$ cat config.mk
export PLATFORM = sky130hd
export DESIGN_NAME = shift_sched
export DESIGN_NICKNAME = d
export VERILOG_FILES = /design/src/rtl/shift_sched.sv
export SDC_FILE = /design/constraint.sdc
export NUM_CORES = 1
export LEC_CHECK = 0
export CAP_MARGIN = 40
export CORE_MARGIN = 2
export CORE_UTILIZATION = 37
export CTS_CLUSTER_DIAMETER = 40
export CTS_CLUSTER_SIZE = 28
export DETAILED_ROUTE_END_ITERATION = 6
export MAX_ROUTING_LAYER = met4
export PLACE_DENSITY = 0.78
export SYNTH_ARGS = -nofsm -noshare
export SYNTH_HDL_FRONTEND = slang
export SYNTH_SLANG_ARGS = --single-unit
$ cat constraint.sdc
create_clock -name clk -period 1.9 [get_ports clk]
set_input_delay 0.38 -clock clk [delete_from_list [all_inputs] [get_ports clk]]
set_output_delay 0.38 -clock clk [all_outputs]
set_load 0.1 [all_outputs]
$ cat src/rtl/shift_sched.sv
// shift_sched: round-robin scheduler feeding two requesters into the shared y_f exponent shifter,
// capturing its result in a one-entry valid/ready output slot with saturating grant counters.
module shift_sched #(
    parameter int DW = 20,
    parameter int EW = 5,
    parameter int RW = 23,
    parameter int CW = 16
) (
    input  logic          clk,
    input  logic          rst_n,
    input  logic          req0_valid,
    input  logic [DW-1:0] req0_data,
    input  logic [EW-1:0] req0_exp,
    output logic          req0_ready,
    input  logic          req1_valid,
    input  logic [DW-1:0] req1_data,
    input  logic [EW-1:0] req1_exp,
    output logic          req1_ready,
    output logic [DW-1:0] sh_data,
    output logic [EW-1:0] sh_exp,
    input  logic [RW-1:0] sh_result,
    output logic          out_valid,
    output logic [RW-1:0] out_data,
    output logic          out_tag,
    output logic          out_err,
    input  logic          out_ready,
    input  logic          clr_cnt,
    output logic [CW-1:0] cnt0,
    output logic [CW-1:0] cnt1
);
    localparam logic [0:0] EMPTY = 1'b0;
    localparam logic [0:0] FULL  = 1'b1;
    localparam logic signed [EW-1:0] EXP_MAX = EW'(3);
    localparam logic signed [EW-1:0] EXP_MIN = EW'(-12);

    logic [0:0]    state_q, state_d;
    logic          last_grant_q, last_grant_d;
    logic [RW-1:0] out_data_q, out_data_d;
    logic          out_tag_q, out_tag_d;
    logic          out_err_q, out_err_d;
    logic [CW-1:0] cnt0_q, cnt0_d;
    logic [CW-1:0] cnt1_q, cnt1_d;
    logic          slot_free, winner, accept, exp_bad;

    always_comb begin
        slot_free    = state_q == EMPTY || out_ready;
        winner       = (req0_valid && req1_valid) ? !last_grant_q : req1_valid;
        req0_ready   = !winner && req0_valid && slot_free;
        req1_ready   = winner && req1_valid && slot_free;
        accept       = req0_ready || req1_ready;
        sh_data      = !(req0_valid || req1_valid) ? '0 : winner ? req1_data : req0_data;
        sh_exp       = !(req0_valid || req1_valid) ? '0 : winner ? req1_exp : req0_exp;
        exp_bad      = $signed(sh_exp) > EXP_MAX || $signed(sh_exp) < EXP_MIN;
        state_d      = accept ? FULL : out_ready ? EMPTY : state_q;
        last_grant_d = accept ? winner : last_grant_q;
        out_data_d   = accept ? sh_result : out_data_q;
        out_tag_d    = accept ? winner : out_tag_q;
        out_err_d    = accept ? exp_bad : out_err_q;
        // clear wins over a coincident accept
        cnt0_d       = clr_cnt ? '0 : (req0_ready && cnt0_q != '1) ? cnt0_q + CW'(1) : cnt0_q;
        cnt1_d       = clr_cnt ? '0 : (req1_ready && cnt1_q != '1) ? cnt1_q + CW'(1) : cnt1_q;
    end

    always_ff @(posedge clk or negedge rst_n) begin
        if (!rst_n) begin
            state_q      <= EMPTY;
            last_grant_q <= 1'b1;
            out_data_q   <= '0;
            out_tag_q    <= 1'b0;
            out_err_q    <= 1'b0;
            cnt0_q       <= '0;
            cnt1_q       <= '0;
        end else begin
            state_q      <= state_d;
            last_grant_q <= last_grant_d;
            out_data_q   <= out_data_d;
            out_tag_q    <= out_tag_d;
            out_err_q    <= out_err_d;
            cnt0_q       <= cnt0_d;
            cnt1_q       <= cnt1_d;
        end
    end

    assign out_valid = state_q == FULL;
    assign out_data  = out_data_q;
    assign out_tag   = out_tag_q;
    assign out_err   = out_err_q;
    assign cnt0      = cnt0_q;
    assign cnt1      = cnt1_q;
endmodule

==> flow_summary_export.csv <==
group,metric,value,unit
status,status,"finished, violations left",
timing,rsz0062_at_grt,"true",
clocking,h-tree-depth,3,
placed_design,hpwlAfterDp,8431,um
grt,antenna_found_initial,0,
power,p_leak,2.723,nW
clocking,cts_buffers,9,
logic_synthesis,ys_async_sr_fraction,100.0,%
layout,utilization,80.93,%
die,fp.dieW,97.57,um
logic_synthesis,syn-instance-count,344,
critical_path,crit_path_max_fanout,11,
logic_synthesis,ys_types,35,
layout,synthToLayoutAreaGrowth,114.7,%
layout,nets,629,
die,rows,34,
clocking,cts_root_buf,"clkbuf_8",
critical_path,r2r.worst_path.cells,7,
die,dieArea,9520,sq um
timing,fin_ws,-0.2393,ns
timing,finalCritPeriodShare,112.6,%
die,core,8593,sq um
job,drv_cap,0,
logic_synthesis,syn-num-nets,425,
timing,fin_crit,2.139,ns
layout,drive_gt1_share,55.15,%
placed_design,port-buffer-count,163,
timing,finClkSkew,0.006534,ns
route,routed_wl,13310,um
die,initial_utilization,37.70,%
route,drt_iter0_markers,214,
critical_path,cp.arrival,1.76,ns
grt,grt_pass1_wl,20730,um
route,drc,0,
status,violations,"setup timing",
timing,setup_viol,47,
die,pin_count,164,
critical_path,crit_type,"flop to primary output",
grt,gr-total-overflow,0,
timing,max-slew-margin-rel,64.41,%
route,ant_nets,0,
logic_synthesis,synth_flop_cell,"dfrtp_1",
clocking,clock_path_buffers,2,
critical_path,r2r_end,"cnt0[2]",
critical_path,critPathRequiredTime,1.52,ns
timing,tightestPinTransition,0.5339,ns
clocking,cts_tree,"yes",
critical_path,start_kind,"flop",
grt,grt_max_degree,40,
layout,diodes,0,
clocking,clk_pin_slew,0.07,ns
clocking,clk_latency,0.35,ns
logic_synthesis,ys_warn_count,0,
power,power_density,743.6,nW/um^2
route,wire_per_inst,20.13,um
placed_design,finalWeightedCongestion,0.8872,
logic_synthesis,ys_ff_latch,59,
layout,final_cell_mix,"clkdlybuf4s50_1 (75), buf_12 (72), nand2_1 (46), buf_4 (46)",
power,ir_worst_vdd,0.0004397,V
logic_synthesis,syn_avg_cell_area,9.417,sq um
hold_path,hold_class,"input pin to async pin",
timing,hold_viol_final,0,
die,dieHeight,97.57,um
route,first_pass_iters,4,
route,viasPerCell,5.672,
grt,grt_usage,28.31,%
logic_synthesis,yosysSeqAreaShare,45.62,%
critical_path,reg2reg_from,"last_grant_q",
grt,grt_pass1_vias,3797,
clocking,clock_sinks,59,
timing,setup_tns,-5.989,ns
logic_synthesis,synth_area,3239,sq um
critical_path,worst_setup_path_end_kind,"primary output",
timing,hold_ws,0.008414,ns
timing,fmax,467.4,MHz
layout,final_common_cell,"clkdlybuf4s50_1",
timing,slew_violations,0,
route,vias,3749,
clocking,cts_hold_buf,0,
critical_path,rrSetupSlack,-0.15,ns
logic_synthesis,synth_enable_flop_cells,0,
==> synthesized netlist by cell type, types with 2 or more instances <==
cell | number | area, sq um
or3_1 | 5 | 31.28
and2_1 | 2 | 12.51
o211ai_1 | 2 | 15.01
inv_1 | 7 | 26.28
nand3_1 | 10 | 50.05
nand2b_1 | 2 | 12.51
buf_2 | 5 | 25.02
and4_1 | 4 | 35.03
dfrtp_1 | 58 | 1451
nor4_1 | 6 | 37.54
nand3b_1 | 2 | 15.01
a32o_1 | 2 | 20.02
mux2_2 | 29 | 326.6
clkbuf_1 | 14 | 52.55
o31ai_1 | 19 | 142.6
nor2b_1 | 6 | 37.54
buf_4 | 4 | 30.03
or4_1 | 20 | 150.1
a21oi_1 | 26 | 130.1
o21ai_0 | 27 | 135.1
nand4_1 | 9 | 56.30
nand2_1 | 58 | 217.7
nor2_1 | 8 | 30.03
ha_1 | 2 | 25.02
mux2i_1 | 2 | 20.02
and3_1 | 6 | 37.54
==> how the worst max path moves through the flow <==
| stage | startpoint | to | slack (ns) | cells past startpoint |
|---|---|---|---|---|
| after floorplan | out_valid | out_err | -0.08 | 6 |
| after global placement | req1_valid | sh_data[6] | -0.30 | 7 |
| after detailed placement | req1_valid | sh_data[6] | -0.32 | 7 |
| after CTS | last_grant_q | sh_data[16] | -0.22 | 5 |
| after global routing | last_grant_q | sh_data[8] | -0.28 | 5 |
| final | last_grant_q | sh_data[12] | -0.24 | 6 |
==> routing by layer <==
| layer | vias to the layer above | share of wire (%) | GRT usage (%) |
|---|---|---|---|
| met2 | 171 | 53 | 49.71 |
| met3 | 40 | 5.9 | 5.468 |
| met4 | 0 | 3.8 | 11.22 |
| met1 | 1856 | 37 | 31.71 |
| met5 | - | 0 | - |
| li1 | 1682 | - | - |
==> final cells by class <==
cell class | count | area (sq um)
clock buffer | 9 | 123.9
timing repair buffer | 216 | 2846
multi-input combinational | 255 | 2213
clock inverter | 7 | 45.04
sequential | 59 | 1556
tap | 108 | 135.1
fill | 485 | 1639
inverter | 7 | 33.78
==> what timing repair did <==
action	CTS	global route
gates resized for setup	53	32
endpoints found under the setup margin	34	48
pin swaps	17	15
setup buffers	24	3
gates cloned	3	0
==> critical path: stages, from the launching register on <==
cell and delay (ns):
dfstp_2 0.56, a21boi_4 0.07, buf_12 0.16, buf_12 0.15
buf_6 0.12, o21ai_4 0.16, buf_12 0.20
==> flip-flops by register name (all words and copies together), names as in the netlist <==
register      flops
out_data         23
out_valid         1
last_grant_q      1
cnt0             16
out_err           1
out_tag           1
cnt1             16
==> cell families (layout without fill, tap and decap cells) <==
family | after synthesis | in the layout | share of synthesized area (%)
muxes | 31 | 31 | 10.70
buffers and inverters | 30 | 239 | 4.133
and+or+nand+nor | 141 | 141 | 23.83
adders and majority gates | 2 | 2 | 0.7724
AOI/OAI and AO/OA | 81 | 81 | 14.95
DFF | 59 | 59 | 45.62
==> metrics by stage <==
step                power [mW]  cells  setup WS (ns)  cell area (sq um)
floorplan                3.025    344       -0.07786               3657
global placement         3.894    616        -0.2977               6147
detailed placement       3.927    616        -0.3222               6147
CTS                      5.130    659        -0.2187               6825
global route             5.332    661        -0.2803               6954
finish                   5.171    661        -0.2393               6954
==> power breakdown <==
group          switching (mW)  total (mW)  internal, mW
combinational            1.73        2.74          1.01
clock                   0.535       0.999         0.464
sequential             0.0715        1.43          1.36
total                    2.34        5.17          2.83
Power figures use the tool's default switching activity.
